$ cat config.mk
export PLATFORM = sky130hd
export DESIGN_NAME = vec_mem_sequencer_flat
export DESIGN_NICKNAME = d
export VERILOG_FILES = /design/src/rtl/vec_mem_pkg.sv /design/src/rtl/vec_mem_sequencer_if.sv /design/src/rtl/lane_capture.sv /design/src/rtl/vec_mem_sequencer.sv /design/src/flat_wrapper.sv
export SDC_FILE = /design/constraint.sdc
export NUM_CORES = 1
export LEC_CHECK = 0
export ABC_AREA = 1
export BUFFER_PORTS_ARGS = -buffer_cell sky130_fd_sc_hd__buf_2
export CORE_AREA = 2 2 151 153
export CTS_CLUSTER_DIAMETER = 150
export DETAILED_ROUTE_END_ITERATION = 10
export DIE_AREA = 0 0 153 155
export HOLD_SLACK_MARGIN = 0.15
export PLACE_DENSITY_LB_ADDON = 0.08
export SKIP_LAST_GASP = 1
export SLEW_MARGIN = 20
export SYNTH_ARGS = -nofsm -noshare
export SYNTH_HDL_FRONTEND = slang
export SYNTH_HIERARCHICAL = 1
export SYNTH_SLANG_ARGS = --single-unit
export TNS_END_PERCENT = 50
$ cat constraint.sdc
create_clock -name clk -period 2.09 [get_ports clk]
set_input_delay 0.3135 -clock clk [delete_from_list [all_inputs] [get_ports clk]]
set_output_delay 0.3135 -clock clk [all_outputs]
set_load 0.01 [all_outputs]
$ cat src/rtl/vec_mem_pkg.sv
// Shared types and defaults for the vector MEM-stage sequencer.
package vec_mem_pkg;

   localparam int DW_DEF     = 32;
   localparam int AW_DEF     = 32;
   localparam int LANES_DEF  = 4;
   localparam int STRIDE_DEF = 4;

   typedef enum logic [2:0] {
      IDLE,
      STORE,
      LOAD,
      LWAIT,
      DONE
   } state_t;

   // Number of memory beats an access takes: one per lane for vectors.
   function automatic int unsigned beat_cnt(input logic is_vec, input int unsigned lanes);
      return is_vec ? lanes : 32'd1;
   endfunction

endpackage

$ cat src/rtl/vec_mem_sequencer_if.sv
// Single-port, one-word-wide data memory bus.
interface vec_mem_sequencer_if #(
   parameter int AW = 32,
   parameter int DW = 32
);
   logic [AW-1:0] mem_addr;
   logic [DW-1:0] mem_wdata;
   logic          mem_we;
   logic          mem_re;
   logic [DW-1:0] mem_rdata;

   modport master (
      output mem_addr, mem_wdata, mem_we, mem_re,
      input  mem_rdata
   );

   modport slave (
      input  mem_addr, mem_wdata, mem_we, mem_re,
      output mem_rdata
   );
endinterface

$ cat src/rtl/lane_capture.sv
// One load lane: DW-wide holding register, loaded on en, cleared by reset.
module lane_capture #(
   parameter int DW = 32
) (
   input  logic          clk,
   input  logic          reset,
   input  logic          en,
   input  logic [DW-1:0] d,
   output logic [DW-1:0] q
);

   // Hold between loads; only a capture strobe may change the lane.
   always_ff @(posedge clk or negedge reset) begin
      if (!reset)  q <= '0;
      else if (en) q <= d;
   end

endmodule

$ cat src/rtl/vec_mem_sequencer.sv
// MEM-stage sequencer: serialises vector/scalar loads and stores onto a
// one-word memory port, stalls upstream while beats are in flight and
// collects load lanes for writeback.
module vec_mem_sequencer
   import vec_mem_pkg::*;
#(
   parameter int DW     = DW_DEF,
   parameter int AW     = AW_DEF,
   parameter int LANES  = LANES_DEF,
   parameter int STRIDE = STRIDE_DEF
) (
   input  logic                  clk,
   input  logic                  reset,
   input  logic                  wr_mem,
   input  logic                  rd_mem,
   input  logic                  is_vec,
   input  logic [AW-1:0]         base_addr,
   input  logic [LANES*DW-1:0]   wdata,
   vec_mem_sequencer_if.master   mem,
   output logic [LANES*DW-1:0]   rdata,
   output logic                  stall,
   output logic                  done
);

   localparam int KW = (LANES > 1) ? $clog2(LANES) : 1;

   state_t                    state, state_nx;
   logic [KW-1:0]             k, k_nx;
   logic [KW-1:0]             last_k;
   logic                      acc;
   logic [AW-1:0]             beat_addr;
   logic [LANES-1:0][DW-1:0]  wlane;
   logic [LANES-1:0][DW-1:0]  rlane;
   logic [LANES-1:0]          cap_en;

   assign acc       = wr_mem | rd_mem;
   assign last_k    = KW'(beat_cnt(is_vec, LANES) - 32'd1);
   // Wraps modulo 2^AW by truncation.
   assign beat_addr = base_addr + AW'(k) * AW'(STRIDE);
   assign wlane     = wdata;
   assign rdata     = rlane;

   // State and beat counter.
   always_ff @(posedge clk or negedge reset) begin
      if (!reset) begin
         state <= IDLE;
         k     <= '0;
      end else begin
         state <= state_nx;
         k     <= k_nx;
      end
   end

   // Next state, strobes and lane captures. Load data lags its strobe by a
   // cycle, so LOAD beat k captures lane k-1 and LWAIT captures the last lane
   // (k is held at the last beat index through LWAIT for that purpose).
   always_comb begin
      state_nx      = state;
      k_nx          = k;
      stall         = 1'b0;
      done          = 1'b0;
      mem.mem_we    = 1'b0;
      mem.mem_re    = 1'b0;
      mem.mem_addr  = '0;
      mem.mem_wdata = '0;
      cap_en        = '0;
      case (state)
         IDLE: begin
            if (acc) begin
               stall    = 1'b1;
               state_nx = wr_mem ? STORE : LOAD;  // store wins if both set
               k_nx     = '0;
            end
         end
         STORE: begin
            stall         = 1'b1;
            mem.mem_we    = 1'b1;
            mem.mem_addr  = beat_addr;
            mem.mem_wdata = wlane[k];
            if (k == last_k) begin
               state_nx = DONE;
               k_nx     = '0;
            end else begin
               k_nx = k + 1'b1;
            end
         end
         LOAD: begin
            stall        = 1'b1;
            mem.mem_re   = 1'b1;
            mem.mem_addr = beat_addr;
            if (k != '0) cap_en[k - 1'b1] = 1'b1;
            if (k == last_k) state_nx = LWAIT;
            else             k_nx     = k + 1'b1;
         end
         LWAIT: begin
            stall     = 1'b1;
            cap_en[k] = 1'b1;
            state_nx  = DONE;
            k_nx      = '0;
         end
         DONE: begin
            // Pipeline advances on this edge; held inputs are ignored here.
            done     = 1'b1;
            state_nx = IDLE;
         end
         default: begin
            state_nx = IDLE;
            k_nx     = '0;
         end
      endcase
      // Reset forces every output quiet, even with an access on the inputs.
      if (!reset) begin
         stall         = 1'b0;
         done          = 1'b0;
         mem.mem_we    = 1'b0;
         mem.mem_re    = 1'b0;
         mem.mem_addr  = '0;
         mem.mem_wdata = '0;
      end
   end

   // Per-lane load capture registers.
   for (genvar i = 0; i < LANES; i++) begin : g_lane
      lane_capture #(.DW(DW)) u_lane (
         .clk   (clk),
         .reset (reset),
         .en    (cap_en[i]),
         .d     (mem.mem_rdata),
         .q     (rlane[i])
      );
   end

endmodule

$ cat src/flat_wrapper.sv
// flat-port wrapper written by rule: the top's interface ports become plain ports
module vec_mem_sequencer_flat import vec_mem_pkg::*;
#(
   parameter int DW     = DW_DEF,
   parameter int AW     = AW_DEF,
   parameter int LANES  = LANES_DEF,
   parameter int STRIDE = STRIDE_DEF
)
  (clk, reset, wr_mem, rd_mem, is_vec, base_addr, wdata, rdata, stall, done, mem_mem_addr, mem_mem_wdata, mem_mem_we, mem_mem_re, mem_mem_rdata);
  vec_mem_sequencer_if #(.AW(AW), .DW(DW)) mem_i ();
  input  logic clk;
  input  logic reset;
  input  logic wr_mem;
  input  logic rd_mem;
  input  logic is_vec;
  input  logic [AW-1:0] base_addr;
  input  logic [LANES*DW-1:0] wdata;
  output logic [LANES*DW-1:0] rdata;
  output logic stall;
  output logic done;
  output wire logic [$bits(mem_i.mem_addr)-1:0] mem_mem_addr;
  output wire logic [$bits(mem_i.mem_wdata)-1:0] mem_mem_wdata;
  output wire logic [$bits(mem_i.mem_we)-1:0] mem_mem_we;
  output wire logic [$bits(mem_i.mem_re)-1:0] mem_mem_re;
  input wire logic [$bits(mem_i.mem_rdata)-1:0] mem_mem_rdata;
  assign mem_mem_addr = mem_i.mem_addr;
  assign mem_mem_wdata = mem_i.mem_wdata;
  assign mem_mem_we = mem_i.mem_we;
  assign mem_mem_re = mem_i.mem_re;
  assign mem_i.mem_rdata = mem_mem_rdata;
  vec_mem_sequencer #(.DW(DW), .AW(AW), .LANES(LANES), .STRIDE(STRIDE)) u_core (.clk(clk), .reset(reset), .wr_mem(wr_mem), .rd_mem(rd_mem), .is_vec(is_vec), .base_addr(base_addr), .wdata(wdata), .mem(mem_i), .rdata(rdata), .stall(stall), .done(done));
endmodule
==> qor.csv, run 1 <==
stage,metric,value,unit
clock_tree,cts-root-buf,clkbuf_16,
finish,final_cell_mix,"nand2_1, buf_2, nor2_1",
drt,routed_wl,31.4,mm
floorplan,initial_utilization,0.347,
floorplan,die_area,23700,um2
clock_tree,clock_latency,420,ps
finish,drive_above_1_share,0.391,
timing,final.period_utilization,1.17,
setup_path,r2r_cells,11,
min_path,hold_end,u_core/g_lane[1].u_lane/q[14]$_DFFE_PN0P_,
timing,hold_violations,0,
timing,timing.final.ws_setup,-354,ps
setup_path,crit_arrival,2130,ps
drt,postRouteAntennaNets,0,
clock_tree,cts_made_buffers,17,
drt,first_pass_iters,5,
timing,grt_setup_unrepaired,yes,
setup_path,crit-reg2reg-capture,u_core/g_lane[2].u_lane/q[2]$_DFFE_PN0P_,
min_path,hold_path_class,in2reg,
clock_tree,cts_sinks,133,
yosys,syn_inst,1085,
power_and_ir_drop,finalPower,15.7,mW
setup_path,worstPathMaxFanout,5,
timing,tightestPinTransition,682,ps
status,failed_checks,setup timing,
drt,routed_via_density,4.74,
floorplan,rows,55,
power_and_ir_drop,power_leakage,6.10,nW
yosys,ys_types,28,
clock_tree,h-tree-depth,4,
finish,mostFrequentLayoutCell,nand2_1,
timing,fmax,0.409,GHz
yosys,syn_nets,1290,
placed_design,io_buffers,392,
setup_path,path_class,reg2out,
min_path,hp-start,mem_mem_rdata[14],
placed_design,dpl.hpwl,23.0,mm
timing,setup_viol,60,
clock_tree,cts.clk_slew.worst_paths,60,ps
floorplan,die_x,153,um
yosys,yosysTopAreaCellShare,0.432,
global_routing,grt.overflow.total,0,
timing,slew_viol_final,0,
status,status,finished with violations,
global_routing,grt_util_all_layers,0.256,
global_routing,antenna_found_initial,7,
floorplan,core,22200,um2
finish,nets,1711,
timing,post-route-min-period,2440,ps
yosys,ys_ff_latch,133,
timing,skew,8.33,ps
placed_design,gp_congestion,0.944,
setup_path,reg2reg_slack,10,ps
setup_path,worstSetupStartpointType,flip-flop,
yosys,syn_area,7710,um2
global_routing,grt_pass1_wl,47.0,mm
min_path,hold-path-cell-count,3,
yosys,syn_area_per_cell,7.11,um2
floorplan,ios,393,
clock_tree,cts_max_path_buffers,2,
placed_design,post-place-ws,-65.5,ps
yosys,synth_area_leaders,"dfrtp_1, nand2_1, nor2_1",
timing,slew_headroom,0.545,
timing,fin_tns_setup,-12620,ps
setup_path,end_kind,output pin,
drt,drc,0,
yosys,ys_seq_area_frac,0.432,
drt,initialDrtViolationCount,432,
yosys,yosysWarnings,6,
global_routing,first_global_vias,8116,
clock_tree,cts_tree,yes,
drt,wl_per_cell,17.4,um
global_routing,grt_max_degree,127,
drt,num_vias,8587,
flow_run,maxCapViolations,0,
setup_path,reg2reg_from,u_core/k[0]$_DFFE_PN0P_,
floorplan,die_h,155,um
yosys,yosysTopAreaCell,dfrtp_1,
setup_path,required,1780,ps
finish,area_delta_synth_final,47.8,%
power_and_ir_drop,irDropWorstVdd,609,uV
power_and_ir_drop,power.density,1380,nW/um2
layout make-up:
type | instances | area [um2]
fillers | 2305 | 10800
multi-input cells | 850 | 3920
flip-flops and latches | 133 | 3330
repair buffers | 455 | 2820
clock buffers | 18 | 439
well taps | 285 | 357
clock inverters | 14 | 269
inverters | 48 | 236
diodes | 6 | 15.0
repair inverters | 1 | 8.76
worst max-delay path, cell delays in order, from the launching register on:
cell and delay, ps:
dfrtp_2 390, ha_4 140, inv_2 30, fa_2 350, nor2_4 160, nand2_4 90
nor2_4 160, nand2_1 70, nand2_1 70, nand2_1 50, nor2_2 70, buf_2 120
sequential cells by signal, summed over array words and instances (netlist names):
name and flops:
u_core/g_lane.u_lane/q 128, u_core/k 2, u_core/state 3
worst max path at each step:
stage	from	to	slack, ps
final	u_core/k[0]$_DFFE_PN0P_	mem_mem_addr[28]	-350
after global routing	u_core/k[0]$_DFFE_PN0P_	mem_mem_addr[28]	-500
after CTS	u_core/k[0]$_DFFE_PN0P_	mem_mem_addr[28]	-410
after detailed placement	base_addr[2]	mem_mem_addr[28]	-70
after global placement	base_addr[2]	mem_mem_addr[28]	-70
after floorplan	u_core/k[1]$_DFFE_PN0P_	mem_mem_addr[28]	9
layer usage:
metal	vias up	wire length (um)	part of all wire	global-route usage
met1	3985	13500	0.43	0.338
li1	4203	-	-	-
met5	-	14	0.00045	0
met3	44	2160	0.069	0.0571
met4	2	808	0.026	0.0908
met2	353	15000	0.48	0.416
power breakdown:
part | switching, mW | total, mW | internal, mW
sequential | 0.727 | 4.61 | 3.88
clock | 1.20 | 3.61 | 2.41
combinational | 4.40 | 7.51 | 3.11
synth_stat cells:
master / count
nand3_1: 17
o21ai_1: 4
nand3_2: 2
nor3b_1: 2
o21ai_0: 66
o22ai_1: 5
nor2_1: 198
nor2_4: 5
buf_2: 10
nand2_1: 440
and2_1: 1
buf_6: 12
buf_4: 5
nand2_2: 43
xnor2_1: 6
buf_12: 4
dfrtp_1: 133
inv_8: 4
a21oi_1: 42
fa_1: 1
ha_1: 7
nor2_2: 3
clkbuf_8: 12
clkbuf_1: 11
inv_2: 5
nor3_1: 6
inv_1: 39
xor2_1: 2
logic make-up after synthesis:
| logic type | Yosys count | synth area share |
|---|---|---|
| adders and majority gates | 8 | 0.0140 |
| DFF | 133 | 0.432 |
| and+or+nand+nor | 717 | 0.375 |
| buffers and inverters | 102 | 0.0933 |
| AOI/OAI and AO/OA | 117 | 0.0767 |
| xor gates and xnor gates | 8 | 0.00909 |
stage by stage:
step / hold slack (ps) / instances / utilization / instance area [um2]
3_5_place_dp: 146 / 1735 / 0.442 / 9830
6_report: 165 / 1810 / 0.513 / 11400
4_1_cts: 153 / 1791 / 0.497 / 11000
2_1_floorplan: 17.9 / 1085 / - / 7730
5_1_grt: 164 / 1809 / 0.513 / 11400
3_3_place_gp: 148 / 1735 / 0.442 / 9830
what timing repair did:
| item | 4_1_cts | 5_1_grt |
|---|---|---|
| pin swaps | 40 | 27 |
| cloned | 5 | 7 |
| setup buffers | 16 | 7 |
| gates resized for setup | 60 | 54 |
| setup endpoints to repair | 64 | 68 |
| hold endpoints to repair | 43 | 0 |
| hold buffers | 3 | 0 |
No activity file was read; power rests on OpenSTA's default activity.
==> run 2: changes to the inputs <==
Settings changed: CELL_PAD_IN_SITES_DETAIL_PLACEMENT set to 1, CELL_PAD_IN_SITES_GLOBAL_PLACEMENT set to 2, CORE_AREA 2 2 151 153 to not set, CORE_UTILIZATION set to 21, CTS_CLUSTER_DIAMETER 150 to 30, DIE_AREA 0 0 153 155 to not set, SKIP_LAST_GASP 1 to not set.
==> run 2 against run 1 <==
Effect of this change:
- the run still ends with setup timing left
- fmax fell by 4.0%
- utilization is 18 points lower
- clock skew up 3.4 ps
- combinational power up 3%
- largest cell class unchanged
- flip-flop and latch count unchanged
- setup slack got worse by 100 ps
==> qor.csv, run 2 (synthesized netlist as in run 1, its figures left out) <==
stage,metric,value,unit,change
floorplan,die_x,194,um,was 153 um
clock_tree,cts_tree,yes,,unchanged
power_and_ir_drop,irDropWorstVdd,597,uV,was 609 uV
placed_design,post_dp_cell_area,10100,um2,was 9830 um2
setup_path,worstPathCellList,ha_4 > inv_2 > fa_2 > nor2_4 > inv_2 > nor2_4 > buf_4 > xnor2_2 > nor2_1 > buf_2,,was ha_4 > inv_2 > fa_2 > nor2_4 > nand2_4 > nor2_4 > nand2_1 > nand2_1 > nand2_1 > nor2_2 > buf_2
timing,slew_viol_final,0,,unchanged
drt,routed_via_density,4.20,,was 4.74
clock_tree,cts_max_path_buffers,2,,unchanged
status,status,finished with violations,,unchanged
floorplan,initial_utilization,0.215,,was 0.347
floorplan,ios,393,,unchanged
drt,routed_wl,35.1,mm,was 31.4 mm
setup_path,crit_arrival,2230,ps,was 2130 ps
setup_path,end_kind,output pin,,unchanged
drt,postRouteAntennaNets,0,,unchanged
floorplan,rows,69,,was 55
finish,mostFrequentLayoutCell,nand2_1,,unchanged
clock_tree,clock_latency,430,ps,was 420 ps
finish,final_core_util,0.329,,was 0.513
timing,slew_headroom,0.469,,was 0.545
placed_design,post-place-ws,-156,ps,was -65.5 ps
global_routing,grt.overflow.total,0,,unchanged
global_routing,grt_util_all_layers,0.184,,was 0.256
finish,nets,1731,,"was 1,711"
min_path,hold_path_class,in2reg,,unchanged
setup_path,worstPathMaxFanout,5,,unchanged
finish,final_cell_mix,"nand2_1, buf_2, nor2_1",,unchanged
timing,tightestPinTransition,797,ps,was 682 ps
timing,fmax,0.393,GHz,was 0.409 GHz
drt,drc,0,,unchanged
clock_tree,cts.clk_slew.worst_paths,70,ps,was 60 ps
clock_tree,h-tree-depth,4,,unchanged
global_routing,first_global_vias,9012,,"was 8,116"
timing,final.period_utilization,1.22,,was 1.17
clock_tree,cts_sinks,133,,unchanged
clock_tree,cts-root-buf,clkbuf_16,,unchanged
finish,largest_reg_flops,128,,unchanged
drt,num_vias,8435,,"was 8,587"
power_and_ir_drop,power_leakage,6.17,nW,was 6.10 nW
placed_design,gp_congestion,0.777,,was 0.944
power_and_ir_drop,power.density,1310,nW/um2,was 1380 nW/um2
finish,fill_cells,4496,,"was 2,305"
status,failed_checks,setup timing,,unchanged
finish,top_regs,"u_core/g_lane.u_lane/q: 128 flops, u_core/state: 3 flops, u_core/k: 2 flops",,unchanged
setup_path,worstSetupStartpointType,flip-flop,,unchanged
global_routing,grt_pass1_wl,53.1,mm,was 47.0 mm
global_routing,antenna_found_initial,9,,was 7
timing,setup_viol,60,,unchanged
floorplan,die_area,37500,um2,"was 23,700 um2"
finish,final_area,11800,um2,"was 11,400 um2"
finish,drive_above_1_share,0.389,,was 0.391
setup_path,required,1780,ps,about the same
placed_design,dpl.hpwl,25.0,mm,was 23.0 mm
finish,area_delta_synth_final,53.0,%,was 47.8%
clock_tree,cts_made_buffers,17,,unchanged
timing,skew,11.7,ps,was 8.33 ps
drt,initialDrtViolationCount,250,,was 432
finish,final_cells,2006,,"was 1,810"
finish,largest_register,u_core/g_lane.u_lane/q,,unchanged
placed_design,placedCellCount,1909,,"was 1,735"
floorplan,core,35800,um2,"was 22,200 um2"
placed_design,io_buffers,392,,unchanged
timing,timing.final.ws_setup,-455,ps,was -354 ps
timing,grt_setup_unrepaired,yes,,unchanged
floorplan,die_h,194,um,was 155 um
setup_path,max_stage_delay,380,ps,was 390 ps
setup_path,path_class,reg2out,,unchanged
flow_run,maxCapViolations,0,,unchanged
setup_path,slowest_stage,dfrtp_2,,unchanged
timing,post-route-min-period,2550,ps,was 2440 ps
global_routing,grt_max_degree,132,,was 127
drt,wl_per_cell,17.5,um,was 17.4 um
drt,first_pass_iters,4,,was 5
timing,hold_violations,0,,unchanged
[run 2: area by class of cell]
class	count	area [um2]	area share
inverter	48	263	0.0223
multi-input combinational	850	3950	0.335
sequential	133	3330	0.282
antenna	6	15.0	0.00127
timing repair buffer	476	3060	0.260
clock buffer	19	443	0.0375
tap	461	577	0.0489
clock inverter	13	158	0.0134
[run 2: what timing repair did]
item	in CTS	in global routing
cloned	3	10
resized for setup	74	67
endpoints found under the setup margin	77	190
setup buffers	11	14
endpoints found under the hold margin	207	0
hold buffers	25	0
pin swaps	21	33
[run 2: worst max-delay path: cells and delay by family (launching register included)]
kind          cells  cell delay (ps)
fa+ha+maj         2              520
flops             1              380
buf+inv           4              400
xor+xnor          1               60
simple gates      3              440
[run 2: metrics by stage]
stage / TNS, ps / power (mW) / hold WS, ps
final: -8630 / 15.4 / 171
after detailed placement: -570 / 11.5 / 119
after global placement: -399 / 11.4 / 119
after global routing: -19780 / 16.6 / 164
after floorplan: 0 / 8.49 / 17.9
after CTS: -13360 / 15.2 / 151
[run 2: worst paths after layout]
path	startpoint	end	slack [ps]	cells past startpoint
worst max-delay path	u_core/k[0]$_DFFE_PN0P_	mem_mem_addr[14]	-460	10
worst min-delay path	mem_mem_rdata[2]	u_core/g_lane[1].u_lane/q[2]$_DFFE_PN0P_	170	3
worst max register to register	u_core/k[0]$_DFFE_PN0P_	u_core/g_lane[3].u_lane/q[18]$_DFFE_PN0P_	10	11
worst min register to register	u_core/g_lane[3].u_lane/q[19]$_DFFE_PN0P_	u_core/g_lane[3].u_lane/q[19]$_DFFE_PN0P_	460	2
max in group asynchronous	reset	u_core/g_lane[2].u_lane/q[27]$_DFFE_PN0P_	710	3
min in group asynchronous	reset	u_core/k[1]$_DFFE_PN0P_	300	2
[run 2: power breakdown]
| part | total [mW] | switching [mW] | internal, mW |
|---|---|---|---|
| clock | 3.10 | 1.20 | 1.90 |
| combinational | 7.70 | 4.53 | 3.17 |
| sequential | 4.62 | 0.733 | 3.88 |
[run 2: per-layer routing]
metal / global-route usage / share of wire
met1: 0.221 / 0.43
met2: 0.321 / 0.50
met3: 0.0473 / 0.053
met4: 0.0507 / 0.013
met5: 0 / 0.00097
==> run 3: changes to the inputs <==
Settings changed: SETUP_SLACK_MARGIN set to 0.15.
==> run 3 against run 2 <==
Effect of this change:
- the run still ends with setup timing left
- clock skew down 1.2 ps
- utilization is 3.8 points higher
- largest cell class unchanged
- sequential share of layout area decreased by 2.9 points
- power grew 10%
- critical path type unchanged
- cell area grew 12%
- critical path depth is 1 higher
==> qor.csv, run 3 (synthesized netlist as in run 1, its figures left out) <==
stage,metric,value,unit,change
setup_path,worstPathMaxFanout,6,,was 5
global_routing,first_global_vias,9118,,"was 9,012"
setup_path,end_kind,output pin,,unchanged
timing,hold_violations,0,,unchanged
placed_design,placedCellCount,1912,,"was 1,909"
floorplan,initial_utilization,0.215,,unchanged
drt,highest_layer,met5,,unchanged
timing,tightestPinTransition,836,ps,was 797 ps
finish,final_cell_mix,"nand2_1, buf_2, dfrtp_1",,"was nand2_1, buf_2, nor2_1"
floorplan,die_h,194,um,unchanged
clock_tree,cts_tree,yes,,unchanged
drt,first_pass_iters,4,,unchanged
floorplan,die_area,37500,um2,unchanged
power_and_ir_drop,finalPower,17.0,mW,was 15.4 mW
drt,wl_met2,19.7,mm,was 17.5 mm
drt,wl_per_cell,19.2,um,was 17.5 um
floorplan,die_x,194,um,unchanged
placed_design,io_buffers,392,,unchanged
min_path,hold_path_class,in2reg,,unchanged
finish,final_cells,2049,,"was 2,006"
clock_tree,h-tree-depth,4,,unchanged
setup_path,required,1780,ps,about the same
drt,initialDrtViolationCount,330,,was 250
setup_path,crit_path_frequent_cell,nand2_1,,
clock_tree,cts_max_path_buffers,2,,unchanged
clock_tree,cts_sinks,133,,unchanged
status,failed_checks,setup timing,,unchanged
clock_tree,clock_latency,420,ps,was 430 ps
power_and_ir_drop,power_leakage,6.59,nW,was 6.17 nW
finish,mostFrequentLayoutCell,nand2_1,,unchanged
setup_path,max_stage_delay,400,ps,was 380 ps
clock_tree,cts_made_buffers,17,,unchanged
timing,slew_headroom,0.443,,was 0.469
timing,skew,10.5,ps,was 11.7 ps
setup_path,slowest_stage,dfrtp_2,,unchanged
drt,wl_met1,16.2,mm,was 15.2 mm
drt,routed_wl,39.3,mm,was 35.1 mm
global_routing,antenna_found_initial,10,,was 9
global_routing,grt.overflow.total,0,,unchanged
finish,nets,1775,,"was 1,731"
floorplan,core,35800,um2,unchanged
drt,num_vias,8830,,"was 8,435"
finish,drive_above_1_share,0.456,,was 0.389
floorplan,rows,69,,unchanged
timing,hold_ws,170,ps,was 171 ps
finish,largest_reg_flops,128,,unchanged
timing,post-route-min-period,2470,ps,was 2550 ps
finish,top_regs,"u_core/g_lane.u_lane/q: 128 flops, u_core/state: 3 flops, u_core/k: 2 flops",,unchanged
global_routing,grt_pass1_wl,57.3,mm,was 53.1 mm
finish,fill_cells,4349,,"was 4,496"
setup_path,path_class,reg2out,,unchanged
drt,postRouteAntennaNets,0,,unchanged
timing,slew_viol_final,0,,unchanged
timing,setup_viol,193,,was 60
clock_tree,cts-root-buf,clkbuf_16,,unchanged
drt,drc,0,,unchanged
setup_path,crit_arrival,2160,ps,was 2230 ps
clock_tree,cts.clk_slew.worst_paths,60,ps,was 70 ps
placed_design,dpl.hpwl,25.6,mm,was 25.0 mm
placed_design,gp_congestion,0.773,,was 0.777
setup_path,cp.buffers_inverters,3,,was 4
timing,final.period_utilization,1.18,,was 1.22
placed_design,post-place-ws,-98.2,ps,was -156 ps
global_routing,grt_max_degree,129,,was 132
setup_path,worstPathCellList,ha_4 > inv_2 > fa_2 > nor2_4 > inv_2 > nor2_4 > nand2_1 > nand2_1 > nand2_1 > nor2_2 > buf_2,,was ha_4 > inv_2 > fa_2 > nor2_4 > inv_2 > nor2_4 > buf_4 > xnor2_2 > nor2_1 > buf_2
flow_run,maxCapViolations,0,,unchanged
power_and_ir_drop,power.density,1290,nW/um2,was 1310 nW/um2
finish,area_delta_synth_final,70.8,%,was 53.0%
timing,fmax,0.404,GHz,was 0.393 GHz
timing,grt_setup_unrepaired,yes,,unchanged
setup_path,worstSetupStartpointType,flip-flop,,unchanged
finish,largest_register,u_core/g_lane.u_lane/q,,unchanged
floorplan,ios,393,,unchanged
drt,wl_met3,2.50,mm,was 1.85 mm
power_and_ir_drop,irDropWorstVdd,526,uV,was 597 uV
timing,timing.final.ws_setup,-383,ps,was -455 ps
drt,routed_via_density,4.31,,was 4.20
setup_path,critPathTopFamily,simple AND/OR/NAND/NOR gates,,was adder cells
status,status,finished with violations,,unchanged
global_routing,grt_util_all_layers,0.202,,was 0.184
-- run 3: layout make-up --
| class | instances | area, um2 | share of cell area |
|---|---|---|---|
| Timing Repair inverter | 9 | 114 | 0.00864 |
| Antenna cell | 5 | 12.5 | 0.000950 |
| Clock buffer | 24 | 492 | 0.0373 |
| Sequential cell | 133 | 3330 | 0.253 |
| Multi-Input combinational cell | 850 | 4390 | 0.334 |
| Tap cell | 461 | 577 | 0.0438 |
| Inverter | 48 | 303 | 0.0230 |
| Timing Repair Buffer | 511 | 3880 | 0.294 |
| Clock inverter | 8 | 73.8 | 0.00560 |
-- run 3: per-stage QoR --
stage | utilization | area (um2) | TNS, ps
after floorplan | - | 7770 | 0
after global placement | 0.282 | 10100 | -397
after detailed placement | 0.282 | 10100 | -1780
after CTS | 0.347 | 12400 | -16510
after global routing | 0.368 | 13200 | -44210
final | 0.368 | 13200 | -28820
-- run 3: where the power goes --
part | switching, mW | internal, mW | total [mW]
Clock | 1.15 | 1.76 | 2.91
Combinational | 5.27 | 4.19 | 9.47
Sequential | 0.761 | 3.88 | 4.64
Total | 7.18 | 9.83 | 17.0
-- run 3: final timing paths --
path,start,to,slack [ps],cells after the start
worst max-delay path,u_core/k[0]$_DFFE_PN0P_,mem_mem_addr[30],-380,11
worst min register to register,u_core/g_lane[2].u_lane/q[20]$_DFFE_PN0P_,u_core/g_lane[2].u_lane/q[20]$_DFFE_PN0P_,460,2
worst max register to register,u_core/k[0]$_DFFE_PN0P_,u_core/g_lane[3].u_lane/q[29]$_DFFE_PN0P_,-180,14
max in group asynchronous,reset,u_core/g_lane[3].u_lane/q[15]$_DFFE_PN0P_,810,3
min in group asynchronous,reset,u_core/state[1]$_DFFE_PN0P_,320,2
worst min-delay path,mem_mem_rdata[3],u_core/g_lane[0].u_lane/q[3]$_DFFE_PN0P_,170,3
-- run 3: worst min-delay path, delay by kind of cell --
| kind | cells | cell delay (ps) |
|---|---|---|
| simple gates | 2 | 110 |
| buf+inv | 1 | 130 |
-- run 3: routing by layer --
metal  vias to the layer above  GRT usage
met4                        10     0.0643
met1                      4179      0.233
met3                        47     0.0583
met5                         -          0
li1                       4346          -
met2                       248      0.358
-- run 3: repair_timing --
action / in CTS / in global routing
pin swaps: 56 / 70
hold endpoints to repair: 66 / 0
hold buffers: 23 / 0
setup endpoints to repair: 192 / 198
gates resized for setup: 254 / 119
gates cloned: 24 / 7
buffers inserted: 28 / 18
